$ cat src/rtl/fibonacci_pkg.sv
// Shared types and helpers for the Fibonacci stream checker.
package fibonacci_pkg;

    localparam int FIB_W  = 32;
    localparam int FIB_CW = 16;

    typedef enum logic [1:0] {
        SEED0 = 2'd0,
        SEED1 = 2'd1,
        TRACK = 2'd2,
        FAULT = 2'd3
    } fib_state_e;

    // Increment that holds at max_v; callers zero-extend narrower counters.
    function automatic logic [63:0] sat_inc(input logic [63:0] v, input logic [63:0] max_v);
        return (v == max_v) ? v : v + 64'd1;
    endfunction

endpackage

$ cat src/rtl/fib_sat_counter.sv
// Saturating up-counter with synchronous reset and clear.
module fib_sat_counter
    import fibonacci_pkg::*;
#(
    parameter int CW = FIB_CW
) (
    input  logic          clk,
    input  logic          rst,
    input  logic          i_clr,
    input  logic          i_inc,
    output logic [CW-1:0] o_count
);

    logic [CW-1:0] r_count;
    logic [CW-1:0] w_max;

    assign w_max = {CW{1'b1}};

    // Count register: sticks at all-ones once reached.
    always_ff @(posedge clk) begin
        if (rst || i_clr) begin
            r_count <= {CW{1'b0}};
        end else if (i_inc) begin
            r_count <= CW'(sat_inc(64'(r_count), 64'(w_max)));
        end else begin
            r_count <= r_count;
        end
    end

    assign o_count = r_count;

endmodule

$ cat config.mk
export PLATFORM = sky130hd
export DESIGN_NAME = fib_sat_counter
export DESIGN_NICKNAME = d
export VERILOG_FILES = /design/src/rtl/fibonacci_pkg.sv /design/src/rtl/fib_sat_counter.sv
export SDC_FILE = /design/constraint.sdc
export NUM_CORES = 1
export LEC_CHECK = 0
export BUFFER_PORTS_ARGS = -buffer_cell sky130_fd_sc_hd__buf_2
export CAP_MARGIN = 15
export CORE_MARGIN = 5
export CORE_UTILIZATION = 54
export DETAILED_ROUTE_END_ITERATION = 12
export GPL_ROUTABILITY_DRIVEN = 0
export PLACE_DENSITY = 0.81
export SETUP_SLACK_MARGIN = 0.5
export SKIP_LAST_GASP = 1
export SLEW_MARGIN = 20
export SYNTH_ARGS = -nofsm -noshare
export SYNTH_HDL_FRONTEND = slang
export SYNTH_SLANG_ARGS = --single-unit
export TNS_END_PERCENT = 20
$ cat constraint.sdc
create_clock -name clk -period 3.2 [get_ports clk]
set_input_delay 0.16 -clock clk [delete_from_list [all_inputs] [get_ports clk]]
set_output_delay 0.16 -clock clk [all_outputs]
set_load 0.02 [all_outputs]
* Yosys cells after proc, flatten, opt, wreduce, memory -nomap -nowiden
Index checks and enable logic that the tools add are counted.
** Word-level totals
- Bits in registers :: 16
- Bits of input ports :: 4
- Output and inout port bits :: 16
- Logic and storage cells :: 6
** Operators by class
- $add $sub $neg :: 1
- Equal/unequal tests :: 1
- Bitwise operators :: 1
- Reductions and logical operators :: 2
** Operators by type and width (number)
- $add A16 B1 Y16 const B :: 1
- $eq A16 B16 Y1 const B :: 1
- $reduce_and A2 Y1 :: 1
- $logic_or A1 B1 Y1 :: 1
- $not A1 Y1 :: 1

* Depth between registers and ports, before layout
Gate-level depths: netlist of the first run.
- Depth in word-level cells :: 3
- Gate-level depth with buffers :: 5
- Gate-level depth less buffers :: 5

* Worst setup path before layout of the first run
OpenSTA, ideal clock, no wires.
- Path kind :: flip-flop to flip-flop
- From :: reg r_count[0] (netlist: o_count[0])
- To :: reg r_count[12] (netlist: o_count[12])
- Setup time :: 115 ps
- Arrival time :: 1601 ps
- Required time :: 3085 ps
- Path slack :: 1485 ps
- Cell stages (with the launch flop) :: 6
- Buffers on the path :: 0
- Clock period less this slack :: 1715 ps
- Cells stage by stage :: dfxtp_1 -> ha_1 -> and4_1 -> nand4_1 -> o31a_1 -> o21a_1
** On the way
- Word-level cells in the longest chain between the ends :: 3
- Elaborated cells on any way between the ends :: 4
- Classes of those cells :: add/sub (1); eq/ne (1); bitwise (1); reduce/logical (1)
** Ends and longest elaborated chain
- start: declaration :: line fib_sat_counter.sv:14 : logic [CW-1:0] r_count;
- start signal: assignment :: line fib_sat_counter.sv:22 : r_count <= {CW{1'b0}};
- start signal: assignment :: line fib_sat_counter.sv:24 : r_count <= CW'(sat_inc(64'(r_count), 64'(w_max)));
- start signal: assignment :: line fib_sat_counter.sv:26 : r_count <= r_count;
- branches (longest 3 deep; another with $add A16 B1 Y16)
Parallel ways; which one is timed is not known.
A chain may end at the register's enable or synchronous reset.

* Worst setup path after layout of the first run
- From :: reg r_count[0] (netlist: o_count[0])
- To :: reg r_count[14] (netlist: o_count[14])
The elaborated chain is that of the path after synthesis.

==> results.yml, run 1 <==
clock_tree:
  numCtsBuffers: 3
  ctsHoldBuffers: 0
  cts.clk_slew.worst_paths_ns: 0.10
  clockRootBuffer: "clkbuf_4"
  cts_tree: "yes"
  clock_latency_ns: 0.29
  clkSinkCount: 16
  h-tree-depth: 1
  cts_resized: 0
  post_cts_buffers: 0
  ctsLongestPathBuffers: 2
routing:
  first_iter_violations: 15
  route.detailed.drc: 0
  dr_total_vias: 846
  ant_nets: 0
  wirelength_um: 1880
  dr.pass1.iters: 4
  drt-vias-per-instance: 6.51
  wl_per_cell_um: 14.5
final_layout:
  final_util_pct: 65.4
  largest_register_ffs: 16
  instances_no_fill: 130
  drive_above_1_share_pct: 25.4
  final_nets: 120
  syn2layout_area_growth_pct: 18.1
  n_antenna_cell: 0
timing:
  period_minus_slack_ns: 1.82
  relSlewSlack_pct: 61.4
  setup_slack_ns: 1.38
  drv_slew: 0
  finalSetupViolations: 0
  fmax_mhz: 549
  final-hold-violation-count: 0
  finalClockSkew_ns: 0.00217
  worst_pin_slew_ns: 0.577
  rsz0062_at_grt: "no"
  hold_ws_ns: 0.151
  fin_crit_sh_pct: 56.9
  setup_tns_ns: 0
critical_path:
  crit_chain: "ha_1 > and4_1 > nand4_1 > o311ai_0 > o41ai_1"
  critPathMaxFanout: 8
  worst-r2r-cell-count: 5
  endpoint: "o_count[14]"
  regToRegSetupSlack_ns: 1.38
  reg2reg_to: "o_count[14]"
  endpoint_kind: "register"
  critPathKind: "reg2reg"
  slowest_delay_ns: 0.40
  startpoint: "o_count[0]"
  arrival_ns: 1.99
  worstPathRequired_ns: 3.37
  cpMaxStageDelayCell: "dfxtp_1"
  startpoint_type: "register"
  reg2reg_from: "o_count[0]"
grt:
  grt_start_max_net_pins: 12
  grt_usage_pct: 16.8
  grt_pass1_wl_um: 3260
  grt_pass1_vias: 738
  antenna_found_initial: 0
  overflow: 0
yosys:
  synth.area.top_cells: "dfxtp_1 (39%), a21oi_1 (4.3%), and4_1 (4.3%)"
  synth_edf_count: 0
  yosysTopAreaCell: "dfxtp_1"
  synth.most_common_cell: "dfxtp_1"
  ys_top_cells_by_count: "dfxtp_1 (16), a21oi_1 (7), nand2_1 (7)"
  yosysSeqAreaShare_pct: 39.3
  avgSynthCellArea_um2: 8.85
  ys_types: 28
  ys.flop_type: "dfxtp_1"
  synth_area_um2: 815
  yosys.area.top_type_share_pct: 39.3
  syn_inst: 92
  syn-num-nets: 97
  synth_seq_cells: 16
  synthArstFlopShare_pct: 0
  yosys_warnings: 0
die:
  start_util_pct: 55.4
  design.core.area_um2: 1470
  io_pins: 20
  die_h_um: 48.8
  die_w_um: 48.8
  die-area_um2: 2390
  num_rows: 14
power_and_ir_drop:
  p_leak_nw: 0.356
  ir_drop_v: 0.000249
  cellPowerDensity_nw_per_um2: 363
placed_design:
  dp.cells: 126
  dp.final_hpwl_um: 1350
  post-place-ws_ns: 1.42
  portBuffers: 19
status:
  status: "complete, no violations"
worst_hold_path:
  hp-class: "in2reg"
flow_run:
  drv_cap: 0
[through the flow]
step,total power (W),cell area (um^2)
after floorplan,0.000213,815
after global placement,0.000218,926
after detailed placement,0.000218,926
after CTS,0.000351,962
after global routing,0.000361,962
final,0.000350,962
[layout make-up]
class | instances | area [um^2]
fillers | 138 | 509
flip-flops and latches | 16 | 320
multi-input cells | 73 | 483
well taps | 16 | 20.0
inverters | 2 | 7.51
repair buffers | 19 | 95.1
clock buffers | 4 | 36.3
[layout by cell type, fill, tap and decap left out, types with 2 or more instances in the layout]
cell | Yosys | layout
buf_2 | 0 | 19
and2_1 | 2 | 2
nand4_1 | 5 | 5
o311ai_0 | 4 | 4
a21oi_1 | 7 | 7
nor3_1 | 2 | 2
o41ai_1 | 4 | 4
clkbuf_4 | 0 | 3
and4_1 | 4 | 4
a31oi_1 | 2 | 2
or2_2 | 2 | 2
nand3_1 | 6 | 6
or4_1 | 4 | 4
dfxtp_1 | 16 | 16
or3_1 | 2 | 2
nor2_1 | 4 | 4
o21ai_0 | 5 | 5
inv_1 | 2 | 2
nand2_1 | 7 | 7
o31ai_1 | 4 | 4
[routing by layer]
layer,GRT usage (%),routed length [um]
met1,22.7,872
met2,26.1,898
met3,3.98,107
met4,5.38,0
met5,0,0
[how the worst min path moves through the flow]
stage          startpoint    endpoint  slack [ns]  cells after the start
2_1_floorplan         rst  o_count[9]        0.33                      2
3_3_place_gp          rst  o_count[9]        0.44                      3
3_5_place_dp          rst  o_count[9]        0.46                      3
4_1_cts               rst  o_count[9]        0.15                      3
5_1_grt             i_clr  o_count[9]        0.15                      3
6_report            i_clr  o_count[9]        0.15                      3
[critical path, delay by kind of cell (launching register included)]
| kind | cells | cell delay [ns] |
|---|---|---|
| AOI/OAI and AO/OA | 2 | 0.53 |
| adders and majority gates | 1 | 0.23 |
| DFF | 1 | 0.40 |
| and+or+nand+nor | 2 | 0.54 |
[report_power, final]
part	internal (W)	total [W]	switching, W
Combinational	0.00000448	0.0000132	0.00000869
Clock	0.0000693	0.000136	0.0000662
Sequential	0.000200	0.000201	0.000000931
Total	0.000274	0.000350	0.0000759
[cell families after synthesis]
logic type                 count (synthesis)  share of synthesized area, %
AOI/OAI and AO/OA                         29                          25.2
xor gates and xnor gates                   1                          1.08
adders and majority gates                  1                          1.54
buffers and inverters                      3                          1.38
DFF                                       16                          39.3
and+or+nand+nor                           42                          31.5
Note: power is estimated with default switching activity, not from simulation.
==> inputs of run 2 (changes only) <==
CORE_UTILIZATION = 50   (was 54)
PLACE_DENSITY = 0.76   (was 0.81)
clock period = 1.7 ns   (was 3.2 ns; I/O delays follow)
==> results.yml, run 2 (synthesis results as in run 1) <==
status:
  status: "complete, no violations"
timing:
  relSlewSlack_pct: 56.1
  rsz0062_at_grt: "yes"
  hold_ws_ns: 0.0794
  setup_tns_ns: 0
  finalClockSkew_ns: 0.00127
  final-hold-violation-count: 0
  worst_pin_slew_ns: 0.656
  drv_slew: 0
  fmax_mhz: 641
  period_minus_slack_ns: 1.56
  finalSetupViolations: 0
  fin_crit_sh_pct: 91.8
critical_path:
  cpMaxStageDelayCell: "dfxtp_4"
  crit_chain: "ha_4 > and4_4 > nand4_1 > buf_6 > o31a_1 > o21a_1"
  critPathKind: "reg2reg"
  arrival_ns: 1.76
  startpoint_type: "register"
  worst-r2r-cell-count: 6
  critPathMaxFanout: 8
  endpoint: "o_count[12]"
  startpoint: "o_count[0]"
  worstPathRequired_ns: 1.90
  slowest_delay_ns: 0.38
  endpoint_kind: "register"
  reg2reg_to: "o_count[12]"
  regToRegSetupSlack_ns: 0.14
  reg2reg_from: "o_count[0]"
power_and_ir_drop:
  p_leak_nw: 0.487
  cellPowerDensity_nw_per_um2: 569
  combPwrFrac_pct: 4.6
  p_seq_share_pct: 55.7
  power_w: 0.000672
  ir_drop_v: 0.000476
  switchingPower_w: 0.000157
  intPower_w: 0.000515
  pwr-share-clk_pct: 39.7
  swShare_pct: 23.4
final_layout:
  final_nets: 135
  mostFrequentLayoutCells: "buf_2 (19), buf_4 (13), dfxtp_2 (12)"
  final_util_pct: 77.6
  seqCellArea_um2: 347
  n_antenna_cell: 0
  num-fill-cells: 100
  multi_input_area_um2: 568
  drive_above_1_share_pct: 51.9
  final_common_cell: "buf_2"
  largest_register_ffs: 16
  instances_no_fill: 145
  syn2layout_area_growth_pct: 45.2
placed_design:
  dp.cells: 130
  dp.final_hpwl_um: 1450
  portBuffers: 19
clock_tree:
  clockRootBuffer: "clkbuf_4"
  cts.clk_slew.worst_paths_ns: 0.10
  ctsLongestPathBuffers: 2
  ctsHoldBuffers: 0
  clock_latency_ns: 0.30
  h-tree-depth: 1
  numCtsBuffers: 3
  cts_tree: "yes"
  clkSinkCount: 16
worst_hold_path:
  hp-class: "in2reg"
die:
  die_w_um: 50.4
  io_pins: 20
  design.core.area_um2: 1520
  die_h_um: 50.4
  die-area_um2: 2540
  num_rows: 14
  start_util_pct: 53.4
routing:
  wl_per_cell_um: 17.7
  ant_nets: 0
  dr.pass1.iters: 4
  wirelength_um: 2570
  drt-vias-per-instance: 6.53
  route.detailed.drc: 0
  first_iter_violations: 32
  dr_total_vias: 947
flow_run:
  drv_cap: 0
grt:
  overflow: 0
  grt_usage_pct: 20.1
  antenna_found_initial: 0
  grt_start_max_net_pins: 12
  grt_pass1_wl_um: 4020
  grt_pass1_vias: 864
==> run 2: power by group through the flow <==
stage | Clock [W] | Sequential, W | Combinational (W)
floorplan | 0 | 0.000387 | 0.0000125
global placement | 0 | 0.000385 | 0.0000244
detailed placement | 0 | 0.000385 | 0.0000250
CTS | 0.000260 | 0.000376 | 0.0000298
global route | 0.000287 | 0.000375 | 0.0000341
finish | 0.000267 | 0.000374 | 0.0000311
==> run 2: cell type report <==
cell class	instances	share of cell area, %
inverters	2	0.635
repair buffers	33	17.2
well taps	16	1.69
multi-input cells	74	48.0
flip-flops and latches	16	29.3
clock buffers	4	3.07
==> run 2: metrics by stage <==
| step | worst slack (ns) | cell area (um^2) |
|---|---|---|
| 6_report | 0.140 | 1180 |
| 5_1_grt | 0.0654 | 1180 |
| 4_1_cts | 0.145 | 1130 |
| 3_5_place_dp | 0.0455 | 1010 |
| 3_3_place_gp | 0.109 | 1010 |
| 2_1_floorplan | 0.127 | 868 |
==> run 2: worst min-delay path by stage <==
stage | startpoint | end | cells past startpoint
after floorplan | i_inc | o_count[1] | 2
after global placement | rst | o_count[9] | 3
after detailed placement | rst | o_count[9] | 3
after CTS | rst | o_count[9] | 3
after global routing | rst | o_count[9] | 3
final | rst | o_count[9] | 3
==> run 2: routing by layer <==
layer,vias to the layer above,GRT usage (%),wire [um]
met2,30,30.8,1280
met3,7,4.14,132
li1,453,-,-
met1,457,26.8,1100
met4,0,9.36,55
met5,-,0,0
==> run 2: worst max-delay path, delay by kind of cell (launching register included) <==
family	cells	cell delay, ns
AO/OA/AOI/OAI	2	0.42
AND/OR/NAND/NOR	2	0.37
flip-flops	1	0.38
buffers and inverters	1	0.16
adder cells (fa/ha/maj)	1	0.15
==> run 2: timing repair <==
item | CTS | global route
setup endpoints to repair | 16 | 16
buffers inserted | 7 | 3
gates resized for setup | 8 | 9
pin swaps | 6 | 3
cloned | 0 | 1
==> inputs of run 3 (changes only) <==
CORE_UTILIZATION = 54   (was 50)
PLACE_DENSITY = 0.81   (was 0.76)
clock period = 2 ns   (was 1.7 ns; I/O delays follow)
==> results.yml, run 3 (synthesis results as in run 1) <==
critical_path:
  regToRegSetupSlack_ns: 0.46
  endpoint_kind: "register"
  startpoint_type: "register"
  startpoint: "o_count[1]"
  critPathMaxFanout: 8
  worstPathRequired_ns: 2.18
  arrival_ns: 1.72
  worst-r2r-cell-count: 6
  critPathKind: "reg2reg"
  reg2reg_from: "o_count[1]"
  reg2reg_to: "o_count[12]"
  endpoint: "o_count[12]"
routing:
  route.detailed.drc: 0
  dr_total_vias: 906
  dr.pass1.iters: 4
  ant_nets: 0
  first_iter_violations: 18
  wirelength_um: 2310
  drt-vias-per-instance: 6.52
  wl_per_cell_um: 16.6
clock_tree:
  numCtsBuffers: 3
  clockRootBuffer: "clkbuf_4"
  ctsLongestPathBuffers: 2
  h-tree-depth: 1
  clock_latency_ns: 0.29
  cts.clk_slew.worst_paths_ns: 0.10
  clkSinkCount: 16
  cts_tree: "yes"
timing:
  setup_slack_ns: 0.459
  drv_slew: 0
  setup_tns_ns: 0
  rsz0062_at_grt: "yes"
  fmax_mhz: 649
  finalSetupViolations: 0
  final-hold-violation-count: 0
  period_minus_slack_ns: 1.54
  worst_pin_slew_ns: 0.548
  fin_crit_sh_pct: 77.0
  relSlewSlack_pct: 63.3
  finalClockSkew_ns: 0.00748
flow_run:
  drv_cap: 0
grt:
  grt_pass1_wl_um: 3800
  overflow: 0
  grt_usage_pct: 19.5
  grt_pass1_vias: 812
  grt_start_max_net_pins: 12
  antenna_found_initial: 0
final_layout:
  num-fill-cells: 100
  final_nets: 129
  n_antenna_cell: 0
  final_common_cell: "buf_2"
  instances_no_fill: 139
  drive_above_1_share_pct: 49.6
  syn2layout_area_growth_pct: 40.7
  mostFrequentLayoutCells: "buf_2 (19), dfxtp_2 (10), nand2_1 (7), buf_4 (7), dfxtp_4 (6)"
  largest_register_ffs: 16
  final_util_pct: 77.9
worst_hold_path:
  holdPathStages: 3
  hp-class: "in2reg"
placed_design:
  dp.final_hpwl_um: 1390
  dp.cells: 126
  portBuffers: 19
  post-place-ws_ns: 0.291
die:
  die_w_um: 48.8
  die_h_um: 48.8
  num_rows: 14
  start_util_pct: 55.4
  io_pins: 20
  design.core.area_um2: 1470
  die-area_um2: 2390
power_and_ir_drop:
  power_w: 0.000559
  ir_drop_v: 0.000435
  cellPowerDensity_nw_per_um2: 487
  p_leak_nw: 0.467
status:
  status: "complete, no violations"
==> run 3: cell count changes in the layout (fill, tap and decap cells not counted), sizes merged <==
cell | before | now
nor3 | 4 | 3
buf | 33 | 28
==> run 3: timing repair <==
| item | in CTS | in global routing |
|---|---|---|
| cloned | 0 | 0 |
| setup endpoints to repair | 15 | 15 |
| endpoints found under the hold margin | 0 | 0 |
| setup buffers | 8 | 1 |
| hold buffers | 0 | 0 |
| pin swaps | 5 | 8 |
| gates resized for setup | 3 | 18 |
==> run 3: power by group <==
group          switching [W]  internal, W
clock               0.000109     0.000111
sequential        0.00000167     0.000312
combinational      0.0000150    0.0000102
==> run 3: worst max-delay path, cell delays in order, from the launching register on <==
cell and delay [ns]:
dfxtp_4 0.38, ha_4 0.16, and4_4 0.24, nand4_1 0.11, buf_6 0.16, o31a_1 0.23, o21a_1 0.16
==> run 3: per-layer routing <==
metal | part of all wire, % | routed length [um] | GRT usage, %
met5 | 0 | 0 | 0
met4 | 1.7 | 40 | 8.07
met3 | 7.7 | 177 | 3.67
met2 | 49 | 1140 | 31.5
met1 | 41 | 948 | 25.3
==> run 3: stage by stage <==
| step | instance area [um^2] | hold WS, ns |
|---|---|---|
| 4_1_cts | 1090 | 0.0951 |
| 2_1_floorplan | 868 | 0.266 |
| 6_report | 1150 | 0.106 |
| 3_3_place_gp | 980 | 0.381 |
| 5_1_grt | 1150 | 0.109 |
| 3_5_place_dp | 980 | 0.400 |
==> run 3: final cells by class <==
type	instances	area (um^2)	area share [%]
multi-input combinational	73	557	48.6
sequential	16	355	31.0
timing repair buffer	28	170	14.8
clock buffer	4	36.3	3.17
tap	16	20.0	1.75
inverter	2	7.51	0.655
==> run 3: worst min path at each step <==
stage	slack, ns	start	to
after floorplan	0.27	i_inc	o_count[1]
after CTS	0.1	rst	o_count[9]
after detailed placement	0.40	rst	o_count[9]
after global placement	0.38	rst	o_count[9]
final	0.11	rst	o_count[9]
after global routing	0.11	rst	o_count[9]
